$ cat config.mk
export PLATFORM = sky130hd
export DESIGN_NAME = stream_demux
export DESIGN_NICKNAME = d
export VERILOG_FILES = /design/src/rtl/stream_demux_pkg.sv /design/src/rtl/stream_slot.sv /design/src/rtl/stream_demux.sv
export SDC_FILE = /design/constraint.sdc
export NUM_CORES = 1
export LEC_CHECK = 0
export BUFFER_PORTS_ARGS = -buffer_cell sky130_fd_sc_hd__clkbuf_2
export CAP_MARGIN = 10
export CORE_MARGIN = 1
export CORE_UTILIZATION = 41
export CTS_CLUSTER_DIAMETER = 30
export CTS_CLUSTER_SIZE = 40
export DETAILED_ROUTE_END_ITERATION = 6
export PLACE_DENSITY = 0.86
export SLEW_MARGIN = 30
export SYNTH_ARGS = -nofsm -noshare
export SYNTH_HDL_FRONTEND = slang
export SYNTH_HIERARCHICAL = 1
export SYNTH_SLANG_ARGS = --single-unit
$ cat constraint.sdc
create_clock -name clk -period 2.95 [get_ports clk]
set_input_delay 0.1475 -clock clk [delete_from_list [all_inputs] [get_ports clk]]
set_output_delay 0.1475 -clock clk [all_outputs]
set_load 0.005 [all_outputs]
$ cat src/rtl/stream_demux_pkg.sv
// Shared definitions for the two-channel stream demultiplexer.
// Optional feature macro: STREAM_DEMUX_STATS_EN (per-channel transfer counters).
package stream_demux_pkg;

    // Destination channel encoding; matches the in_sel pin value.
    typedef enum logic {
        CH_A = 1'b0,
        CH_B = 1'b1
    } ch_e;

    // Width of the completed-transfer counters.
    localparam int CNT_W = 8;

    // One-entry slot states; the slot's valid output is this state bit.
    localparam logic SLOT_EMPTY = 1'b0;
    localparam logic SLOT_FULL  = 1'b1;

    // A slot can take a new word if it is empty or is draining this cycle.
    function automatic logic slot_can_accept(input logic valid, input logic ready);
        return ~valid | ready;
    endfunction

endpackage

$ cat src/rtl/stream_slot.sv
// One-entry valid/ready register slice. The load strobe must only be raised
// when the slot can accept (empty or draining); the parent guarantees this.
// Data is never cleared on drain, so out_data keeps its last value while empty.
module stream_slot
    import stream_demux_pkg::*;
#(
    parameter int WIDTH = 4
) (
    input  logic             clk,
    input  logic             rst_n,
    input  logic             load,
    input  logic [WIDTH-1:0] load_data,
    output logic             out_valid,
    output logic [WIDTH-1:0] out_data,
    input  logic             out_ready
);

    logic             state_q;
    logic             state_d;
    logic [WIDTH-1:0] data_q;
    logic [WIDTH-1:0] data_d;

    // Next state: a load always wins (covers simultaneous drain + refill).
    always_comb begin
        state_d = state_q;
        data_d  = data_q;
        if (load) begin
            state_d = SLOT_FULL;
            data_d  = load_data;
        end else if ((state_q == SLOT_FULL) && out_ready) begin
            state_d = SLOT_EMPTY;
        end
    end

    // Slot registers; reset empties the slot and zeroes the payload.
    always_ff @(posedge clk or negedge rst_n) begin
        if (!rst_n) begin
            state_q <= SLOT_EMPTY;
            data_q  <= '0;
        end else begin
            state_q <= state_d;
            data_q  <= data_d;
        end
    end

    // The state bit is exported directly as the stream valid.
    assign out_valid = (state_q == SLOT_FULL);
    assign out_data  = data_q;

endmodule

$ cat src/rtl/stream_demux.sv
// Two-channel stream demultiplexer: each accepted input word is steered by
// in_sel into a one-entry slot for channel A or B; the channels drain
// independently. in_ready is combinational from the selected channel.
// Optional feature macro: STREAM_DEMUX_STATS_EN enables the cnt_a / cnt_b
// completed-transfer counters; without it they read 0 and stats_clr is ignored.
module stream_demux
    import stream_demux_pkg::*;
#(
    parameter int WIDTH = 4
) (
    input  logic             clk,
    input  logic             rst_n,
    input  logic [WIDTH-1:0] in_data,
    input  logic             in_sel,
    input  logic             in_valid,
    output logic             in_ready,
    output logic [WIDTH-1:0] a_data,
    output logic             a_valid,
    input  logic             a_ready,
    output logic [WIDTH-1:0] b_data,
    output logic             b_valid,
    input  logic             b_ready,
    input  logic             stats_clr,
    output logic [CNT_W-1:0] cnt_a,
    output logic [CNT_W-1:0] cnt_b
);

    // Handshake rule for every stream here: a word moves on a rising edge
    // where valid and ready are both high; valid never depends on ready,
    // and a producer holding valid keeps its data stable until it moves.

    ch_e  sel_ch;
    logic load_a;
    logic load_b;
    logic in_fire;

    assign sel_ch = ch_e'(in_sel);

    // in_ready follows the selected channel's ability to take a word.
    always_comb begin
        in_ready = 1'b0;
        case (sel_ch)
            CH_A:    in_ready = slot_can_accept(a_valid, a_ready);
            CH_B:    in_ready = slot_can_accept(b_valid, b_ready);
            default: in_ready = 1'b0;
        endcase
    end

    assign in_fire = in_valid & in_ready;
    assign load_a  = in_fire & (sel_ch == CH_A);
    assign load_b  = in_fire & (sel_ch == CH_B);

    stream_slot #(.WIDTH(WIDTH)) u_slot_a (
        .clk       (clk),
        .rst_n     (rst_n),
        .load      (load_a),
        .load_data (in_data),
        .out_valid (a_valid),
        .out_data  (a_data),
        .out_ready (a_ready)
    );

    stream_slot #(.WIDTH(WIDTH)) u_slot_b (
        .clk       (clk),
        .rst_n     (rst_n),
        .load      (load_b),
        .load_data (in_data),
        .out_valid (b_valid),
        .out_data  (b_data),
        .out_ready (b_ready)
    );

`ifdef STREAM_DEMUX_STATS_EN
    logic [CNT_W-1:0] cnt_a_q;
    logic [CNT_W-1:0] cnt_a_d;
    logic [CNT_W-1:0] cnt_b_q;
    logic [CNT_W-1:0] cnt_b_d;

    // Counter next values: clear beats increment, increments wrap naturally.
    always_comb begin
        cnt_a_d = cnt_a_q;
        cnt_b_d = cnt_b_q;
        if (stats_clr) begin
            cnt_a_d = '0;
            cnt_b_d = '0;
        end else begin
            if (a_valid && a_ready) cnt_a_d = cnt_a_q + 1'b1;
            if (b_valid && b_ready) cnt_b_d = cnt_b_q + 1'b1;
        end
    end

    // Counter registers; held at zero throughout reset.
    always_ff @(posedge clk or negedge rst_n) begin
        if (!rst_n) begin
            cnt_a_q <= '0;
            cnt_b_q <= '0;
        end else begin
            cnt_a_q <= cnt_a_d;
            cnt_b_q <= cnt_b_d;
        end
    end

    assign cnt_a = cnt_a_q;
    assign cnt_b = cnt_b_q;
`else
    logic unused_stats_clr;

    assign unused_stats_clr = stats_clr;
    assign cnt_a            = '0;
    assign cnt_b            = '0;
`endif

endmodule

==> flow_summary.yaml, run 1 <==
sta:
  maxSlewHeadroom_pct: 66.16
  max_freq_ghz: 0.7055
  post-route-period-util_pct: 48.05
  finalSetupViolCount: 0
  tns_ps: 0
  finalHoldViolations: 0
  fin_ws_ps: 1533
  rsz0062_at_grt: "false"
  fin_skew_ps: 0.1997
  slew_viol_final: 0
  worst_slew_pin_slew_ps: 507.6
  post-route-min-period_ps: 1417
route:
  drt_iter0_drc: 1
  first_pass_iters: 2
  ant_nets: 0
  vias: 351
  top_layer: "met3"
  via_per_inst: 4.229
  wl_per_cell_um: 9.602
  drc_errors: 0
  dr_wl_met2_um: 417
  dr_wl_met3_um: 67
  drt-total-wl_um: 797
  wl_met1_um: 312
final_layout:
  syn_to_final_growth_pct: 16.16
  diodes: 0
  fill_cells: 110
  seqCellArea_um2: 250.2
  drive_gt1_share_pct: 49.28
  final_nets: 82
  multi_input_area_um2: 209.0
global_routing:
  grt_max_degree: 11
  grt_pass1_wl_um: 1311
  antenna_found_initial: 0
  grt_pass1_vias: 315
  overflow: 0
  track_usage_pct: 13.56
die:
  die_w_um: 38.10
  die_area_um2: 1452
  start_util_pct: 46.21
  die_y_um: 38.10
  rows: 12
  core_area_um2: 1156
  ios: 38
clock_tree:
  htree_num_levels: 1
  clkTransAtPathRegs_ps: 60
  cts_buffer_depth: 2
  cts_root_buf: "clkbuf_4"
  cts_sinks: 10
  numCtsBuffers: 3
  cts_tree: "done"
  insertion_delay_ps: 250
placement:
  dp_worst_setup_slack_ps: 1523
  hpwl_um: 626.6
  globalplace.congestion: 0.7034
  port_buffers: 20
logic_synthesis:
  ys_seq_elements: 10
  syn_avg_cell_area_um2: 11.61
  ys_warn_count: 6
  synth_cell_types: 12
  yosysSeqAreaShare_pct: 46.84
  netlist_area_um2: 534.3
  synth_cells: 46
flow_run:
  drv_cap: 0
min_path:
  hold_start: "in_data[1]"
  hold_class: "input port to register"
setup_path:
  cp_max_fo: 5
  cp_data_arrival_time_ps: 1550
  critPathCaptureType: "register"
  path_class: "register to register"
  cp-start-kind: "register"
  required_ps: 3090
  worstSetupStartpoint: "u_slot_a/out_valid$_DFFE_PN0P_"
  rr_startpoint: "u_slot_a/out_valid$_DFFE_PN0P_"
pwr:
  leakagePower_nw: 0.3433
  power_density_nw_per_um2: 534.2
  total_power_mw: 0.3315
  vdd_drop_max_mv: 0.3363
outcome:
  outcome: "finished, final reports clean"
==> per-layer routing <==
layer | track usage, % | vias up
met5 | 0 | -
met4 | 8.036 | 0
met3 | 2.326 | 0
met2 | 22.46 | 25
met1 | 16.29 | 160
li1 | - | 166
==> registers in the layout (all words and copies together) (netlist names) <==
name	flops
u_slot_a/out_data	4
u_slot_b/out_valid	1
u_slot_b/out_data	4
u_slot_a/out_valid	1
==> layout by cell type (no fill, tap or decap) <==
cell type,instances
a21o_2,2
a21oi_1,1
a31oi_1,1
clkbuf_2,20
clkbuf_4,3
conb_1,16
dfrtp_1,10
dlygate4sd3_1,1
inv_1,3
mux2_2,8
nand2_1,1
nor2b_1,1
nor3b_1,1
nor3b_2,1
==> critical path: stages, from the launching register on <==
cell and delay (ps):
dfrtp_1 400, nor2b_1 140, nor3b_2 380, mux2_2 390
==> power by group <==
group | total, mW | switching (mW) | leakage (nW) | internal (mW)
Sequential | 0.173 | 0.0124 | 0.119 | 0.160
Combinational | 0.0735 | 0.0315 | 0.211 | 0.0420
Clock | 0.0853 | 0.0386 | 0.0138 | 0.0467
==> cells in the mapped netlist <==
| library cell | number | area (um^2) |
|---|---|---|
| inv_1 | 3 | 11.26 |
| nor3b_2 | 1 | 12.51 |
| conb_1 | 1 | 3.750 |
| buf_4 | 16 | 120.1 |
| nor2b_1 | 1 | 6.260 |
| a21o_2 | 2 | 17.52 |
| a21oi_1 | 1 | 5.000 |
| mux2_2 | 8 | 90.09 |
| nand2_1 | 1 | 3.750 |
| a31oi_1 | 1 | 6.260 |
| nor3b_1 | 1 | 7.510 |
| dfrtp_1 | 10 | 250.2 |
==> what timing repair did <==
action	CTS	global route
resized for setup	0	0
buffers inserted	0	0
hold buffers	1	0
endpoints found under the hold margin	10	0
==> final cells by class <==
type,instances,area share (%)
clock buffer,3,3.629
inverter,3,1.815
multi-input combinational,32,33.67
sequential,10,40.32
tap,14,2.823
timing repair buffer,21,17.74
==> path summary, 6_finish.rpt <==
path	endpoint	slack, ps	cells after the start
setup reg to reg	u_slot_a/out_data[2]$_DFFE_PN0P_	1530	3
hold reg to reg	u_slot_a/out_data[1]$_DFFE_PN0P_	510	1
hold / removal	u_slot_b/out_data[1]$_DFFE_PN0P_	140	2
min in group asynchronous	u_slot_b/out_data[0]$_DFFE_PN0P_	310	2
max in group asynchronous	u_slot_b/out_valid$_DFFE_PN0P_	2440	2
setup / recovery	u_slot_a/out_data[2]$_DFFE_PN0P_	1530	3
==> through the flow <==
step / hold WS, ps / instance area [um^2] / util (%) / instances
after floorplan: -148.1 / 590.6 / - / 61
after global placement: 19.20 / 588.1 / 50.87 / 79
after detailed placement: 25.09 / 588.1 / 50.87 / 79
after CTS: 126.8 / 620.6 / 53.68 / 83
after global routing: 132.3 / 620.6 / 53.68 / 83
final: 137.7 / 620.6 / 53.68 / 83
==> logic make-up (layout without fill, tap and decap cells) <==
logic type | count (synthesis) | after routing | share of synthesized area (%)
AND/OR/NAND/NOR | 4 | 4 | 5.621
multiplexers | 8 | 8 | 16.86
other | 1 | 16 | 0.7019
AO/OA/AOI/OAI | 4 | 4 | 5.387
flip-flops | 10 | 10 | 46.84
buffers and inverters | 19 | 27 | 24.59
Power figures use the tool's default switching activity.
==> run 2, diff against run 1 <==
--- a/config.mk
+++ b/config.mk
@@ -8,11 +8,11 @@
 export BUFFER_PORTS_ARGS = -buffer_cell sky130_fd_sc_hd__clkbuf_2
 export CAP_MARGIN = 10
 export CORE_MARGIN = 1
-export CORE_UTILIZATION = 41
+export CORE_UTILIZATION = 35
 export CTS_CLUSTER_DIAMETER = 30
 export CTS_CLUSTER_SIZE = 40
 export DETAILED_ROUTE_END_ITERATION = 6
-export PLACE_DENSITY = 0.86
+export PLACE_DENSITY = 0.79
 export SLEW_MARGIN = 30
 export SYNTH_ARGS = -nofsm -noshare
 export SYNTH_HDL_FRONTEND = slang
==> constraint.sdc (replaced) <==
create_clock -name clk -period 1.2 [get_ports clk]
set_input_delay 0.06 -clock clk [delete_from_list [all_inputs] [get_ports clk]]
set_output_delay 0.06 -clock clk [all_outputs]
set_load 0.005 [all_outputs]
==> flow_summary.yaml, run 2 (synthesized netlist as in run 1, its figures left out) <==
flow_run:
  drv_cap: 0
final_layout:
  final_cells: 88
  diodes: 0
  syn_to_final_growth_pct: 30.68
  final_nets: 85
  drive_gt1_share_pct: 54.79
  final_util_pct: 51.10
  final_cell_mix: "clkbuf_2, conb_1, dfrtp_1"
  fill_cells: 134
  layout_commonest_cell: "clkbuf_2"
sta:
  finalHoldViolations: 0
  fin_skew_ps: 4.998
  rsz0062_at_grt: "true"
  post-route-min-period_ps: 1258
  post-route-period-util_pct: 104.8
  fin_ws_ps: -57.90
  slew_viol_final: 0
  finalSetupViolCount: 5
  max_freq_ghz: 0.7950
  whs_ps: 35.94
setup_path:
  worstSetupStartpoint: "u_slot_a/out_valid$_DFFE_PN0P_"
  r2r_end: "u_slot_a/out_data[3]$_DFFE_PN0P_"
  cp-start-kind: "register"
  critPathCaptureType: "register"
  crit_end: "u_slot_a/out_data[3]$_DFFE_PN0P_"
  rr_startpoint: "u_slot_a/out_valid$_DFFE_PN0P_"
  reg2reg_depth: 4
  path_class: "register to register"
  required_ps: 1350
  cp_data_arrival_time_ps: 1410
  rrSetupSlack_ps: -60
  cp_max_fo: 5
global_routing:
  overflow: 0
  grt_pass1_vias: 298
  grt_max_degree: 11
  track_usage_pct: 13.20
  antenna_found_initial: 0
  grt_pass1_wl_um: 1290
clock_tree:
  clkTransAtPathRegs_ps: 70
  cts_buffer_depth: 2
  numCtsBuffers: 3
  cts_tree: "done"
  cts_sinks: 10
  insertion_delay_ps: 260
  cts_root_buf: "clkbuf_4"
  htree_num_levels: 1
  post_cts_buffers: 0
outcome:
  violations: "setup timing"
  outcome: "complete, but fails checks"
pwr:
  p_sw_mw: 0.2404
  sw_frac_of_total_pct: 25.16
  clock_power_share_pct: 31.6
  power_frac_comb_pct: 23.6
  p_seq_share_pct: 44.8
  power_density_nw_per_um2: 1368
  leakagePower_nw: 0.3858
  vdd_drop_max_mv: 0.7906
  p_int_mw: 0.7149
route:
  drc_errors: 0
  ant_nets: 0
  drt_iter0_drc: 5
  drt-total-wl_um: 911
  wl_per_cell_um: 10.35
  first_pass_iters: 4
  via_per_inst: 4.091
  vias: 360
die:
  core_area_um2: 1366
  die_w_um: 41.07
  die_y_um: 41.07
  start_util_pct: 39.10
  die_area_um2: 1687
  rows: 13
  ios: 38
placement:
  placed_cells: 83
  dp_worst_setup_slack_ps: -63.64
  globalplace.congestion: 0.7240
  hpwl_um: 771.4
  port_buffers: 20
min_path:
  hold_class: "input port to register"
-- run 2: cell count changes in the layout (fill, tap and decap cells not counted), sizes merged --
cell / before / now
buf: 0 / 4
-- run 2: metrics by stage --
step                      TNS [ps]  power [mW]  cell area, um^2
after CTS                   -192.6      0.9661            694.4
after global routing        -459.6       1.019            698.2
after global placement      -186.3      0.6439            644.4
after floorplan             -351.0      0.5781            623.1
final                       -185.3      0.9553            698.2
after detailed placement    -229.5      0.6566            644.4
-- run 2: how the worst min path moves through the flow --
stage,startpoint,end,depth (start not counted)
6_report,in_data[1],u_slot_a/out_data[1]$_DFFE_PN0P_,2
5_1_grt,in_data[1],u_slot_a/out_data[1]$_DFFE_PN0P_,2
4_1_cts,in_data[1],u_slot_a/out_data[1]$_DFFE_PN0P_,2
3_5_place_dp,rst_n,u_slot_a/out_data[0]$_DFFE_PN0P_,1
3_3_place_gp,rst_n,u_slot_a/out_valid$_DFFE_PN0P_,1
2_1_floorplan,rst_n,u_slot_a/out_data[0]$_DFFE_PN0P_,0
-- run 2: layer usage --
| layer | GRT usage (%) | routed length, um | vias to the layer above |
|---|---|---|---|
| met4 | 10.00 | 0 | 0 |
| met2 | 19.14 | 490 | 21 |
| met1 | 15.59 | 348 | 167 |
| met5 | 0 | 0 | - |
| li1 | - | - | 172 |
| met3 | 4.891 | 72 | 0 |
-- run 2: cell type report --
cell class | instances | area [um^2] | area share [%]
Timing Repair Buffer | 24 | 140.1 | 20.07
Tap cell | 15 | 18.77 | 2.688
Sequential cell | 10 | 250.2 | 35.84
Clock buffer | 4 | 36.28 | 5.197
Inverter | 3 | 11.26 | 1.613
Multi-Input combinational cell | 32 | 241.5 | 34.59
-- run 2: power groups by stage --
stage,Clock [mW],Sequential (mW),Combinational [mW]
after floorplan,0,0.436,0.142
after global placement,0,0.429,0.215
after detailed placement,0,0.435,0.221
after CTS,0.310,0.429,0.227
after global routing,0.328,0.435,0.255
final,0.302,0.428,0.226
-- run 2: what timing repair did --
item                                    in CTS  in global routing
hold buffers                                 1                  0
pin swaps                                    1                  0
resized for setup                            1                  2
endpoints found under the setup margin       5                  6
hold endpoints to repair                    10                  0
-- run 2: critical path, cell delays in order (launching register included) --
cell     delay (ps)
dfrtp_1         390
nor2b_4         140
nor3b_4         170
buf_6           150
mux2_4          310
